### src/rtl/cpu_types_pkg.sv
// cpu_types_pkg -- shared CPU-side types used by the memory arbiter.
//   word_t      : 32-bit data/address word
//   ramstate_t  : RAM handshake state reported by the memory (FREE/BUSY/ACCESS/ERROR)
//   arbstate_t  : arbiter FSM state (IDLE/IGNT/DGNT)
package cpu_types_pkg;

    localparam int WORD_W = 32;

    typedef logic [WORD_W-1:0] word_t;

    typedef enum logic [1:0] {
        FREE   = 2'd0,
        BUSY   = 2'd1,
        ACCESS = 2'd2,
        ERROR  = 2'd3
    } ramstate_t;

    typedef enum logic [1:0] {
        IDLE = 2'd0,
        IGNT = 2'd1,
        DGNT = 2'd2
    } arbstate_t;

    // Bits needed to hold a saturating count in 0..limit (limit >= 1).
    function automatic int cnt_width(input int limit);
        return (limit < 1) ? 1 : $clog2(limit + 1);
    endfunction

endpackage

### src/rtl/memory_arbiter_if.sv
// memory_arbiter_if -- groups every memory_arbiter signal except clock/reset.
//   instruction side : iREN, iaddr (in)   / iwait, iload (out)
//   data side        : dREN, dWEN, daddr, dstore (in) / dwait, dload (out)
//   RAM side         : ramload, ramstate (in) / ramREN, ramWEN, ramaddr, ramstore (out)
//   ARB_STATS_EN     : adds istall_cnt, dstall_cnt, err_cnt (out, 32 b each)
// Modports: arb (arbiter view), tb (driver/observer view).
interface memory_arbiter_if;
    import cpu_types_pkg::*;

    logic      iREN;
    word_t     iaddr;
    logic      iwait;
    word_t     iload;

    logic      dREN;
    logic      dWEN;
    word_t     daddr;
    word_t     dstore;
    logic      dwait;
    word_t     dload;

    logic      ramREN;
    logic      ramWEN;
    word_t     ramaddr;
    word_t     ramstore;
    word_t     ramload;
    ramstate_t ramstate;

`ifdef ARB_STATS_EN
    logic [31:0] istall_cnt;
    logic [31:0] dstall_cnt;
    logic [31:0] err_cnt;
`endif

    modport arb (
        input  iREN, iaddr, dREN, dWEN, daddr, dstore, ramload, ramstate,
`ifdef ARB_STATS_EN
        output istall_cnt, dstall_cnt, err_cnt,
`endif
        output iwait, iload, dwait, dload, ramREN, ramWEN, ramaddr, ramstore
    );

    modport tb (
        output iREN, iaddr, dREN, dWEN, daddr, dstore, ramload, ramstate,
`ifdef ARB_STATS_EN
        input  istall_cnt, dstall_cnt, err_cnt,
`endif
        input  iwait, iload, dwait, dload, ramREN, ramWEN, ramaddr, ramstore
    );

endinterface

### src/rtl/memory_arbiter.sv
// memory_arbiter -- arbitrates one RAM port between instruction fetch and
// data access. Data wins by default; an instruction request that has watched
// STARVE_LIMIT consecutive data completions wins the next arbitration.
//   CLK   : clock, all state on rising edge
//   nRST  : asynchronous active-low reset
//   bus   : memory_arbiter_if.arb (requester, response and RAM signals)
// Parameter STARVE_LIMIT (>= 1): max consecutive data grants while iREN waits.
// Optional macro ARB_STATS_EN: enables istall_cnt/dstall_cnt/err_cnt counters.
module memory_arbiter #(
    parameter int STARVE_LIMIT = 4
) (
    input logic             CLK,
    input logic             nRST,
    memory_arbiter_if.arb   bus
);
    import cpu_types_pkg::*;

    localparam int            CW    = cnt_width(STARVE_LIMIT);
    localparam logic [CW-1:0] LIMIT = CW'(STARVE_LIMIT);

    arbstate_t     state, next_state;
    logic [CW-1:0] starve_cnt;
    logic          dreq, done_i, done_d, starved;

    assign dreq    = bus.dREN | bus.dWEN;
    assign starved = bus.iREN && (starve_cnt == LIMIT);
    // Completion needs the owner still requesting; a dropped request while
    // the RAM reports ACCESS is an abort, not a completion.
    assign done_i  = (state == IGNT) && bus.iREN && (bus.ramstate == ACCESS);
    assign done_d  = (state == DGNT) && dreq     && (bus.ramstate == ACCESS);

    // State register: the only source of the grant.
    always_ff @(posedge CLK or negedge nRST) begin
        if (!nRST) state <= IDLE;
        else       state <= next_state;
    end

    // Next state. ERROR/BUSY/FREE keep the grant so the access is re-presented.
    always_comb begin
        next_state = state;
        case (state)
            IDLE: begin
                if (starved)       next_state = IGNT;
                else if (dreq)     next_state = DGNT;
                else if (bus.iREN) next_state = IGNT;
                else               next_state = IDLE;
            end
            IGNT:    if (!bus.iREN || done_i) next_state = IDLE;
            DGNT:    if (!dreq || done_d)     next_state = IDLE;
            default: next_state = IDLE;
        endcase
    end

    // Outputs: RAM strobes decode from state only; waits/loads add completion.
    always_comb begin
        bus.ramREN   = 1'b0;
        bus.ramWEN   = 1'b0;
        bus.ramaddr  = '0;
        bus.ramstore = '0;
        case (state)
            IGNT: begin
                bus.ramREN  = 1'b1;
                bus.ramaddr = bus.iaddr;
            end
            DGNT: begin
                bus.ramREN   = bus.dREN;
                bus.ramWEN   = bus.dWEN & ~bus.dREN;  // read wins when both set
                bus.ramaddr  = bus.daddr;
                bus.ramstore = bus.dstore;
            end
            default: ;
        endcase
        bus.iwait = bus.iREN & ~done_i;
        bus.dwait = dreq & ~done_d;
        bus.iload = done_i ? bus.ramload : '0;
        bus.dload = done_d ? bus.ramload : '0;
    end

    // Consecutive data completions seen by a waiting instruction request.
    always_ff @(posedge CLK or negedge nRST) begin
        if (!nRST)
            starve_cnt <= '0;
        else if (!bus.iREN || done_i)
            starve_cnt <= '0;
        else if (done_d && (starve_cnt != LIMIT))
            starve_cnt <= starve_cnt + CW'(1);
    end

`ifdef ARB_STATS_EN
    logic [31:0] istall_q, dstall_q, err_q;

    always_ff @(posedge CLK or negedge nRST) begin
        if (!nRST) begin
            istall_q <= '0;
            dstall_q <= '0;
            err_q    <= '0;
        end else begin
            if (bus.iwait) istall_q <= istall_q + 32'd1;
            if (bus.dwait) dstall_q <= dstall_q + 32'd1;
            if ((state != IDLE) && (bus.ramstate == ERROR)) err_q <= err_q + 32'd1;
        end
    end

    assign bus.istall_cnt = istall_q;
    assign bus.dstall_cnt = dstall_q;
    assign bus.err_cnt    = err_q;
`endif

endmodule

### src/flat_wrapper.sv
// flat-port wrapper written by rule: the top's interface ports become plain ports
module memory_arbiter_flat import cpu_types_pkg::*;
#(
    parameter int STARVE_LIMIT = 4
)
  (CLK, nRST, bus_iREN, bus_iaddr, bus_dREN, bus_dWEN, bus_daddr, bus_dstore, bus_ramload, bus_ramstate, bus_iwait, bus_iload, bus_dwait, bus_dload, bus_ramREN, bus_ramWEN, bus_ramaddr, bus_ramstore);
  memory_arbiter_if bus_i ();
  input logic CLK;
  input logic nRST;
  input wire logic [$bits(bus_i.iREN)-1:0] bus_iREN;
  input wire logic [$bits(bus_i.iaddr)-1:0] bus_iaddr;
  input wire logic [$bits(bus_i.dREN)-1:0] bus_dREN;
  input wire logic [$bits(bus_i.dWEN)-1:0] bus_dWEN;
  input wire logic [$bits(bus_i.daddr)-1:0] bus_daddr;
  input wire logic [$bits(bus_i.dstore)-1:0] bus_dstore;
  input wire logic [$bits(bus_i.ramload)-1:0] bus_ramload;
  input wire logic [$bits(bus_i.ramstate)-1:0] bus_ramstate;
  output wire logic [$bits(bus_i.iwait)-1:0] bus_iwait;
  output wire logic [$bits(bus_i.iload)-1:0] bus_iload;
  output wire logic [$bits(bus_i.dwait)-1:0] bus_dwait;
  output wire logic [$bits(bus_i.dload)-1:0] bus_dload;
  output wire logic [$bits(bus_i.ramREN)-1:0] bus_ramREN;
  output wire logic [$bits(bus_i.ramWEN)-1:0] bus_ramWEN;
  output wire logic [$bits(bus_i.ramaddr)-1:0] bus_ramaddr;
  output wire logic [$bits(bus_i.ramstore)-1:0] bus_ramstore;
  assign bus_i.iREN = bus_iREN;
  assign bus_i.iaddr = bus_iaddr;
  assign bus_i.dREN = bus_dREN;
  assign bus_i.dWEN = bus_dWEN;
  assign bus_i.daddr = bus_daddr;
  assign bus_i.dstore = bus_dstore;
  assign bus_i.ramload = bus_ramload;
  assign bus_i.ramstate = bus_ramstate;
  assign bus_iwait = bus_i.iwait;
  assign bus_iload = bus_i.iload;
  assign bus_dwait = bus_i.dwait;
  assign bus_dload = bus_i.dload;
  assign bus_ramREN = bus_i.ramREN;
  assign bus_ramWEN = bus_i.ramWEN;
  assign bus_ramaddr = bus_i.ramaddr;
  assign bus_ramstore = bus_i.ramstore;
  memory_arbiter #(.STARVE_LIMIT(STARVE_LIMIT)) u_core (.CLK(CLK), .nRST(nRST), .bus(bus_i));
endmodule
### config.mk
export PLATFORM = sky130hd
export DESIGN_NAME = memory_arbiter_flat
export DESIGN_NICKNAME = d
export VERILOG_FILES = /design/src/rtl/cpu_types_pkg.sv /design/src/rtl/memory_arbiter_if.sv /design/src/rtl/memory_arbiter.sv /design/src/flat_wrapper.sv
export SDC_FILE = /design/constraint.sdc
export NUM_CORES = 1
export LEC_CHECK = 0
export BUFFER_PORTS_ARGS = -buffer_cell sky130_fd_sc_hd__buf_2
export CAP_MARGIN = 10
export CORE_AREA = 2 2 102 104
export CTS_BUF_LIST = sky130_fd_sc_hd__clkbuf_8
export CTS_CLUSTER_SIZE = 30
export DETAILED_ROUTE_END_ITERATION = 10
export DIE_AREA = 0 0 104 106
export PLACE_DENSITY = 0.54
export SLEW_MARGIN = 25
export SYNTH_ARGS = -nofsm -noshare
export SYNTH_HDL_FRONTEND = slang
export SYNTH_SLANG_ARGS = --single-unit
### constraint.sdc
create_clock -name CLK -period 1.8 [get_ports CLK]
set_input_delay 0 -clock CLK [delete_from_list [all_inputs] [get_ports CLK]]
set_output_delay 0 -clock CLK [all_outputs]
set_load 0.005 [all_outputs]
Word level (Yosys, flattened, before mapping)
Index checks and enable logic that the tools add are counted.

Add/sub/neg operators: 1. Equality and inequality tests: 7. Multiplexer cells: 14. Bitwise operators: 7. Reductions and logical operators: 13.

Operators by type and width (number): 32-bit two-way mux (3); 32-bit case mux with 2 select lines (1); 2-bit two-way mux (4); 1-bit logical AND (6); 3-bit two-way mux (2); 2-bit case mux with 3 select lines (1); 2-bit equality test, second input constant (2); 2-bit != test, second input constant (2); 3-bit by 1-bit adder with 3-bit output, second input constant (1); 1-bit AND (3); 3-bit equality test, second input constant (1); 3-bit != test, second input constant (1); 1-bit NOT (3); 2-bit by 1-bit equality test with 1-bit output, second input constant (1); 1-bit zero test (2); 2-bit zero test (1); 1-bit logical OR (2); 1-bit two-way mux (2); 1-bit case mux with 2 select lines (1); 2-bit AND reduction (1); 2-bit nonzero test (1); 1-bit bitwise OR (1).

Register bits: 5. Input port bits: 135. Logic and storage cells: 44.

Longest topological paths before layout
Gate-level depths: netlist of run 1.

Depth in word-level cells: 6. Gate-level depth with buffers: 7. Mapped depth without buffers: 5.

Worst setup path after synthesis of run 1
Ideal clock, no wire load.

Kind: register to register. Start: reg u_core.state[0]. End: reg u_core.starve_cnt[0]. Library setup time: 79 ps. Arrival time: 1187 ps. Required time: 1721 ps. Slack: 533 ps. Stages on the path, launching flop included: 6. Buffers on the path: 0. Path through: dfrtp_1 -> inv_1 -> ha_1 -> o21ai_1 -> a211oi_2 -> mux2i_1.

Longest elaborated chain between the ends: 5. Elaborated cells between the ends (all ways): 10.

RTL lines: from (decl) (line memory_arbiter.sv:21) `arbstate_t state, next_state;`; from (signal assigned) (line memory_arbiter.sv:35) `else state <= next_state;`; 2-bit by 1-bit equality test with 1-bit output or 2-bit equality test (tied branches) (line memory_arbiter.sv:29, memory_arbiter.sv:30); 1-bit logical AND, on equally long branches (2 in series) (line memory_arbiter.sv:29, memory_arbiter.sv:30); 1-bit logical OR or 1-bit logical AND (tied branches) (line memory_arbiter.sv:83, memory_arbiter.sv:85); 3-bit two-way mux or 2-bit nonzero test (tied branches); to (signal assigned) (line memory_arbiter.sv:86) `starve_cnt <= starve_cnt + CW'(1);`; to (decl) (line memory_arbiter.sv:22) `logic [CW-1:0] starve_cnt;`.

Parallel ways exist; a longest one is shown, timed or not. A chain may end at the register's enable or synchronous reset.

Worst setup path in the final report of run 1
Start: reg u_core.state[0]. End: out bus_dload[28].

Longest elaborated chain between the ends: 4.

RTL lines: 2-bit equality test (line memory_arbiter.sv:30) `assign done_d = (state == DGNT) && dreq && (bus.ramstate == ACCESS);`; 1-bit logical AND (2 in series) (line memory_arbiter.sv:30); 32-bit two-way mux (line memory_arbiter.sv:76) `bus.dload = done_d ? bus.ramload : '0;`; to (decl) (line flat_wrapper.sv:21) `output wire logic [$bits(bus_i.dload)-1:0] bus_dload;`.

Every way passes these cells.

==> results of run 1 <==
==> cell type report <==
cell class	count	area [um2]
Tap cell	136	170
Sequential cell	5	125
Inverter	5	18.8
Multi-Input combinational cell	196	1310
Clock inverter	1	3.75
Timing Repair Buffer	277	1430
Fill cell	1060	6900
Clock buffer	3	41.3
==> how the worst max path moves through the flow <==
stage	startpoint	to	slack, ns	cells after the start
5_1_grt	u_core.state[1]	bus_iload[18]	0.006	7
4_1_cts	u_core.state[0]	bus_ramaddr[22]	0.14	5
2_1_floorplan	u_core.state[0]	u_core.starve_cnt[0]	0.53	5
3_3_place_gp	u_core.state[1]	u_core.starve_cnt[2]	0.38	6
6_report	u_core.state[0]	bus_dload[28]	0.17	6
3_5_place_dp	u_core.state[1]	u_core.starve_cnt[2]	0.38	6
==> Yosys cell counts, drive strengths merged <==
cell	count	area [um2]
a211oi	1	12.5
a21oi	2	13.8
a22oi	32	240
a311oi	1	8.76
a31oi	1	6.26
and2	64	400
and2b	1	7.51
and3	32	200
and3b	1	8.76
buf	12	65.1
clkbuf	12	52.6
dfrtp	5	125
ha	5	62.6
inv	5	18.8
mux2i	4	40.0
nand2	2	7.51
nand2b	1	6.26
nand3	6	30.0
nand3b	2	15.0
nor2	4	17.5
nor2b	34	213
o21a	1	7.51
o21ai	1	5.00
o2bb2ai	1	8.76
==> layer usage <==
metal  routed length, um  vias to the layer above  GRT usage (%)
met4                  56                        0           2.12
met5                   0                        -              0
met2                4340                      120           25.8
met1                3210                     1151           15.4
li1                    -                     1301              -
met3                 554                        4           3.13
==> stage by stage <==
stage	instances	power [uW]	utilization (%)	area, um2	setup slack (ns)
5_1_grt	623	2520	31.0	3100	0.00551
6_report	623	2260	31.0	3100	0.169
2_1_floorplan	230	1230	-	1570	0.533
3_3_place_gp	618	2060	30.5	3050	0.384
4_1_cts	623	2300	31.0	3100	0.141
3_5_place_dp	618	2080	30.5	3050	0.376
==> registers in the layout (all words and copies together) (netlist names) <==
name               count
u_core.state           2
u_core.starve_cnt      3
==> critical path, cell delays in order (launching register included) <==
cell and delay (ns):
dfrtp_1 0.37, inv_1 0.11, ha_2 0.23, o21a_1 0.18
buf_4 0.23, and3_1 0.18, buf_2 0.11
==> cell families after synthesis <==
kind of cell | after synthesis | synth area share, %
buf+inv | 29 | 8.67
mux | 4 | 2.55
simple gates | 147 | 57.6
flops | 5 | 7.96
fa+ha+maj | 5 | 3.98
compound gates | 40 | 19.3
==> power by group <==
group | switching [uW] | internal [uW]
sequential | 10.7 | 131
clock | 53.7 | 146
combinational | 956 | 966
==> repair_timing <==
item | CTS | global route
hold endpoints to repair | 5 | 0
hold buffers | 1 | 0
endpoints found under the setup margin | 0 | 0
==> results_dict.tcl, run 1 <==
set metrics [dict create \
    syn_nets 370 \
    drtIter0Drc 198 \
    tightest_slew_ns 0.363 \
    clkTransAtPathRegs_ns 0.04 \
    clock_sink_count 5 \
    grt_max_degree 67 \
    rsz0062_at_grt "false" \
    cts.path.max_buffers 2 \
    first_pass_iters 4 \
    antenna_cells 0 \
    final_cell_mix "buf_2 (266), and2_1 (64), nor2b_1 (34), a22oi_1 (32), and3_1 (32)" \
    finalCritPeriodShare_pct 90.6 \
    grt_pass1_wl_mm 12.2 \
    die_height_um 106 \
    syn_inst 230 \
    hpwl_mm 6.90 \
    vias 2576 \
    worstSetupEndpointType "primary output" \
    cts_htree_levels 1 \
    start_util_pct 15.7 \
    io_buffer_count 266 \
    hold_start "bus_iREN" \
    critical_path.max_fanout 20 \
    synth-seq-cells 5 \
    r2r_slack_ns 0.38 \
    fp.coreArea_um2 10000 \
    fin_crit_ns 1.63 \
    vias_per_cell 4.13 \
    relSlewSlack_pct 75.8 \
    overflow 0 \
    skew_ns 0.00340 \
    report.final.slew_viol_count 0 \
    numCtsBuffers 3 \
    ant_nets 0 \
    postCtsSetupBuffers 0 \
    min_to "u_core.starve_cnt[2]" \
    fin_setup_tns_ns 0 \
    fp.dieW_um 104 \
    holdPathStages 3 \
    final_common_cell "buf_2" \
    synth.avg_cell_area_um2 6.84 \
    antenna_found_initial 0 \
    synth_area_um2 1570 \
    rows 37 \
    r2r_cells 6 \
    cts_resized 0 \
    finalHoldViolCount 0 \
    drv_cap 0 \
    clkLatencyLatePin_ns 0.22 \
    cp_data_required_time_ns 1.80 \
    area_growth_syn_to_layout_pct 97.2 \
    root_buffer "clkbuf_8" \
    layout.nets 628 \
    reg2reg_to "u_core.starve_cnt[2]" \
    drt-total-wl_mm 8.16 \
    crit_arrival_ns 1.63 \
    num_io_pins 267 \
    worst_ir_drop_vdd_mv 0.350 \
    drc 0 \
    place.gp.congestion 0.808 \
    ys.warnings.count 0 \
    cts_tree "done" \
    fmax_mhz 613 \
    p_leak_uw 0.00198 \
    powerDensity_nw_per_um2 730 \
    start_kind "register" \
    outcome "finished, final reports clean" \
    dieArea_um2 11000 \
    first_global_vias 2345 \
    avgRoutedWirePerCell_um 13.1 \
    min_path_type "input port to register" \
    drive_gt1_share_pct 58.1 \
    seq_area_frac_synth_pct 7.96 \
    crit_type "register to primary output" \
    yosysUniqueCellTypes 28 \
    setup_viol 0 \
    hold-worst-slack_ns 0.116 \
    grt_usage_pct 13.5 \
    r2r-start "u_core.state[1]" \
]
Note: power is estimated with default switching activity, not from simulation.
==> run 2: changes to the inputs <==
Settings changed: ABC_AREA set to 1, CORE_AREA 2 2 102 104 to 2 2 104 106, DIE_AREA 0 0 104 106 to 0 0 106 108, PLACE_DENSITY 0.54 to 0.53.
==> results_dict.tcl, run 2 <==
set metrics [dict create \
    grt_max_degree 63 \
    crit_end "bus_ramaddr[0]" \
    r2r_slack_ns 0.41 \
    worstSetupEndpointType "primary output" \
    grt_pass1_wl_mm 11.4 \
    synth_simple_gate_area_share_pct 52.2 \
    crit_type "register to primary output" \
    synth-main-ff-cell "dfrtp_1" \
    synthArstFlopShare_pct 100 \
    ant_nets 0 \
    cp-startpoint "u_core.state[0]" \
    synth_top_family_by_area "simple AND/OR/NAND/NOR gates" \
    syn_nets 484 \
    die_height_um 108 \
    vias_per_cell 3.88 \
    area_growth_syn_to_layout_pct 93.1 \
    synth.area.mux_share_pct 0 \
    critical_path.cell_chain "inv_1 > ha_4 > buf_12 > nand2_1 > a21oi_1 > buf_2" \
    io_buffer_count 266 \
    drive_gt1_share_pct 52.4 \
    synth_fa_ha_area_share_pct 3.83 \
    synth_top_area_share_pct 26.4 \
    drv_cap 0 \
    numCtsBuffers 3 \
    clkLatencyLatePin_ns 0.22 \
    cts_tree "done" \
    powerDensity_nw_per_um2 721 \
    yosysUniqueCellTypes 16 \
    num_io_pins 267 \
    synth_area_um2 1640 \
    min_path_type "input port to asynchronous set/reset pin" \
    reg2reg_to "u_core.starve_cnt[1]" \
    fmax_mhz 603 \
    largest_reg_flops 3 \
    place.gp.congestion 0.844 \
    drt-total-wl_mm 7.91 \
    cts_htree_levels 1 \
    seq_area_frac_synth_pct 7.65 \
    synth.most_common_cell "nand2_1" \
    postCtsSetupBuffers 0 \
    overflow 0 \
    drc 0 \
    max_stage_delay_ns 0.38 \
    rows 37 \
    final_common_cell "buf_2" \
    fin_setup_tns_ns 0 \
    nFillCells 1180 \
    post-synth-top-area-cell "nand2_1" \
    drtIter0Drc 157 \
    grt_usage_pct 11.9 \
    cp_data_required_time_ns 1.80 \
    first_global_vias 2478 \
    fp.dieW_um 106 \
    cts.path.max_buffers 2 \
    synth_common_cells "nand2_1 (115), inv_1 (74), nor2_1 (44), a21oi_1 (35), nor2_2 (33)" \
    r2r-start "u_core.state[0]" \
    avgRoutedWirePerCell_um 10.8 \
    outcome "finished, final reports clean" \
    antenna_found_initial 0 \
    reg.largest.list "u_core.starve_cnt (3), u_core.state (2)" \
    clkTransAtPathRegs_ns 0.03 \
    root_buffer "clkbuf_8" \
    finalHoldViolCount 0 \
    syn_inst 344 \
    start_kind "register" \
    hpwl_mm 6.68 \
    worst_ir_drop_vdd_mv 0.387 \
    crit_arrival_ns 1.66 \
    report.final.slew_viol_count 0 \
    antenna_cells 0 \
    fin_util_pct 30.9 \
    clock_sink_count 5 \
    tightest_slew_ns 0.367 \
    synth-seq-cells 5 \
    skew_ns 0.000704 \
    dieArea_um2 11400 \
    start_util_pct 16.0 \
    p_leak_uw 0.00228 \
    ys.warnings.count 0 \
    fp.coreArea_um2 10200 \
    setup_viol 0 \
    relSlewSlack_pct 75.5 \
    cp_slowest_cell "dfrtp_1" \
    synth.avg_cell_area_um2 4.75 \
    rsz0062_at_grt "false" \
    finalCritPeriodShare_pct 92.1 \
    layout.nets 740 \
    r2r_cells 8 \
    first_pass_iters 4 \
    synth_edf_count 0 \
    final_cell_mix "buf_2 (266), nand2_1 (115), inv_1 (75), nor2_1 (44), a21oi_1 (35)" \
    vias 2850 \
    critical_path.max_fanout 62 \
    synthTopCellsByArea "nand2_1 (26%), inv_1 (17%), nor2_2 (13%)" \
    synth-compound-area-share_pct 11.0 \
    synth-xor-area-share_pct 0.536 \
    regMostFlops "u_core.starve_cnt" \
    fin_crit_ns 1.66 \
]
==> run 2: timing repair <==
| item | in CTS | in global routing |
|---|---|---|
| resized for setup | 1 | 3 |
| hold buffers | 1 | 0 |
| pin swaps | 0 | 0 |
| hold endpoints to repair | 5 | 0 |
| endpoints found under the setup margin | 7 | 35 |
==> run 2: layer usage <==
| metal | up-vias | wire, um | track usage, % |
|---|---|---|---|
| met4 | 0 | 19 | 1.50 |
| met5 | - | 0 | 0 |
| met1 | 1247 | 3230 | 14.1 |
| met2 | 114 | 4210 | 23.3 |
| met3 | 2 | 458 | 1.57 |
| li1 | 1487 | - | - |
==> run 2: final cells by class <==
| cell class | instances | area [um2] | share of cell area (%) |
|---|---|---|---|
| Multi-Input combinational cell | 242 | 1120 | 35.4 |
| Inverter | 76 | 285 | 9.03 |
| Tap cell | 136 | 170 | 5.39 |
| Clock inverter | 1 | 3.75 | 0.119 |
| Clock buffer | 3 | 41.3 | 1.31 |
| Timing Repair Buffer | 272 | 1420 | 44.8 |
| Sequential cell | 5 | 125 | 3.96 |
==> run 2: critical path: cells and delay by family, from the launching register on <==
kind,cells,cell delay [ns]
compound gates,1,0.19
fa+ha+maj,1,0.21
buf+inv,3,0.53
flops,1,0.38
simple gates,1,0.09
==> run 2: how the worst min path moves through the flow <==
stage	start	end	slack [ns]	depth (start not counted)
global route	nRST	u_core.starve_cnt[2]	0.14	2
floorplan	nRST	u_core.starve_cnt[0]	-0.30	0
CTS	nRST	u_core.starve_cnt[2]	0.12	2
global placement	nRST	u_core.starve_cnt[0]	-0.18	1
finish	nRST	u_core.starve_cnt[2]	0.12	2
detailed placement	nRST	u_core.starve_cnt[1]	-0.18	1
==> run 2: cell families (layout without fill, tap and decap cells) <==
logic type                 Yosys count  count (layout)
adders and majority gates            5               5
DFF                                  5               5
and+or+nand+nor                    200             200
xor gates and xnor gates             1               1
buffers and inverters               97             352
AOI/OAI and AO/OA                   36              36
==> run 2: report_power, final <==
group | internal, uW | leakage, uW | switching, uW
clock | 146 | 0.0000269 | 50.1
sequential | 143 | 0.0000656 | 29.5
combinational | 807 | 0.00219 | 1100
total | 1100 | 0.00228 | 1180
==> run 2: through the flow <==
stage	hold slack (ns)	setup WS [ns]	cell area, um2	instances	power (uW)
floorplan	-0.296	0.506	1640	344	1240
global placement	-0.180	0.283	3080	730	2050
detailed placement	-0.176	0.214	3080	730	2070
CTS	0.123	0.0578	3140	735	2280
global route	0.142	0.0117	3160	735	2520
finish	0.124	0.142	3160	735	2280
==> run 3: changes to the inputs <==
==> constraint.sdc (replaced) <==
create_clock -name CLK -period 1.8 [get_ports CLK]
set_input_delay 0.18 -clock CLK [delete_from_list [all_inputs] [get_ports CLK]]
set_output_delay 0.18 -clock CLK [all_outputs]
set_load 0.005 [all_outputs]
==> results_dict.tcl, run 3 (synthesis results as in run 2) <==
set metrics [dict create \
    fin_setup_tns_ns 0 \
    num_io_pins 267 \
    cts.path.max_buffers 2 \
    place.gp.congestion 0.844 \
    p_clk_share_pct 7.9 \
    setup_viol 0 \
    grt_max_degree 44 \
    clock_sink_count 5 \
    rows 37 \
    start_kind "register" \
    fin_crit_ns 1.75 \
    largest_reg_flops 3 \
    numCtsBuffers 3 \
    power_uw 2440 \
    crit_type "register to primary output" \
    power.internal_uw 1210 \
    p_comb_share_pct 84.8 \
    rsz0062_at_grt "true" \
    start_util_pct 16.0 \
    vias_per_cell 3.88 \
    drt-total-wl_mm 8.32 \
    overflow 0 \
    clkLatencyLatePin_ns 0.21 \
    root_buffer "clkbuf_8" \
    avgRoutedWirePerCell_um 11.2 \
    report.final.slew_viol_count 0 \
    switchingPower_uw 1230 \
    fp.dieW_um 106 \
    layout.nets 746 \
    finalHoldViolCount 0 \
    io_buffer_count 266 \
    min_path_type "input port to asynchronous set/reset pin" \
    grt_pass1_wl_mm 11.7 \
    switching_share_pct 50.6 \
    worst_ir_drop_vdd_mv 0.405 \
    die_height_um 108 \
    ant_nets 0 \
    clkTransAtPathRegs_ns 0.03 \
    first_global_vias 2544 \
    outcome "finished, final reports clean" \
    final_common_cell "buf_2" \
    hpwl_mm 6.72 \
    drc 0 \
    finalCritPeriodShare_pct 97.4 \
    final_cell_mix "buf_2 (266), nand2_1 (115), inv_1 (73), nor2_1 (40), nor2_2 (36)" \
    seqPwrFrac_pct 7.3 \
    grt_usage_pct 12.2 \
    r2r_cells 10 \
    crit_arrival_ns 1.57 \
    fmax_mhz 571 \
    relSlewSlack_pct 80.3 \
    fp.coreArea_um2 10200 \
    cts_tree "done" \
    dieArea_um2 11400 \
    drtIter0Drc 182 \
    vias 2873 \
    drv_cap 0 \
    antenna_found_initial 0 \
    area_growth_syn_to_layout_pct 103 \
    fin_util_pct 32.4 \
    tightest_slew_ns 0.295 \
    worstSetupEndpointType "primary output" \
    antenna_cells 0 \
    powerDensity_nw_per_um2 736 \
    cts_htree_levels 1 \
    nFillCells 1158 \
    p_leak_uw 0.00236 \
    regMostFlops "u_core.starve_cnt" \
    reg.largest.list "u_core.starve_cnt (3), u_core.state (2)" \
    skew_ns 0.000291 \
    first_pass_iters 4 \
    critical_path.max_fanout 33 \
    cp_data_required_time_ns 1.62 \
    drive_gt1_share_pct 54.4 \
]
[run 3: cell types whose count changed in the layout (fill, tap and decap cells not counted), moves of 2 or more]
cell / previous run / this run
clkbuf_16: 0 / 2
buf_4: 0 / 2
inv_1: 75 / 73
nor2_1: 44 / 40
buf_12: 2 / 6
inv_2: 2 / 4
nor2_2: 33 / 36
buf_6: 3 / 1
[run 3: layout make-up]
| type | instances | area (um2) | area share (%) |
|---|---|---|---|
| inverter | 76 | 285 | 8.60 |
| clock inverter | 1 | 3.75 | 0.113 |
| clock buffer | 3 | 41.3 | 1.24 |
| sequential | 5 | 126 | 3.81 |
| timing repair buffer | 278 | 1540 | 46.3 |
| multi-input combinational | 242 | 1150 | 34.8 |
| tap | 136 | 170 | 5.13 |
[run 3: worst paths after layout]
check / startpoint / to / slack (ns)
worst max-delay path: u_core.state[1] / bus_ramaddr[0] / 0.05
worst min-delay path: nRST / u_core.starve_cnt[1] / 0.31
worst max register to register: u_core.state[1] / u_core.starve_cnt[0] / 0.35
worst min register to register: u_core.state[0] / u_core.state[0] / 0.54
max in group asynchronous: nRST / u_core.state[0] / 1.33
min in group CLK: bus_iREN / u_core.state[0] / 0.36
[run 3: repair_timing]
item / in CTS / in global routing
pin swaps: 1 / 1
cloned: 0 / 3
resized for setup: 4 / 12
hold endpoints to repair: 5 / 0
endpoints found under the setup margin: 60 / 67
hold buffers: 1 / 0
setup buffers: 1 / 1
[run 3: metrics by stage]
stage / instances / setup slack, ns / hold slack [ns] / instance area (um2)
floorplan: 344 / 0.421 / -0.116 / 1640
detailed placement: 731 / 0.149 / 0.00686 / 3130
finish: 741 / 0.0475 / 0.314 / 3320
global placement: 731 / 0.173 / -0.000724 / 3130
CTS: 737 / -0.00535 / 0.312 / 3210
global route: 741 / -0.00925 / 0.325 / 3320
[run 3: power groups by stage]
| stage | clock network (uW) | registers, uW | logic (uW) |
|---|---|---|---|
| floorplan | 0 | 163 | 1070 |
| global placement | 0 | 167 | 1970 |
| detailed placement | 0 | 169 | 1990 |
| CTS | 199 | 173 | 2030 |
| global route | 206 | 184 | 2300 |
| finish | 192 | 179 | 2070 |
[run 3: per-layer routing]
metal,vias to the layer above,track usage [%],part of all wire [%],wire [um]
met5,-,0,0,0
met4,0,1.13,0.23,19
met3,2,1.51,5.9,487
met2,114,23.7,53,4430
met1,1255,14.9,41,3380
li1,1502,-,-,-
[run 3: worst max-delay path: stages (launching register included)]
cell and delay, ns:
dfrtp_1 0.41, inv_2 0.08, ha_1 0.28, inv_1 0.06, buf_12 0.16, a21oi_1 0.20
buf_2 0.15
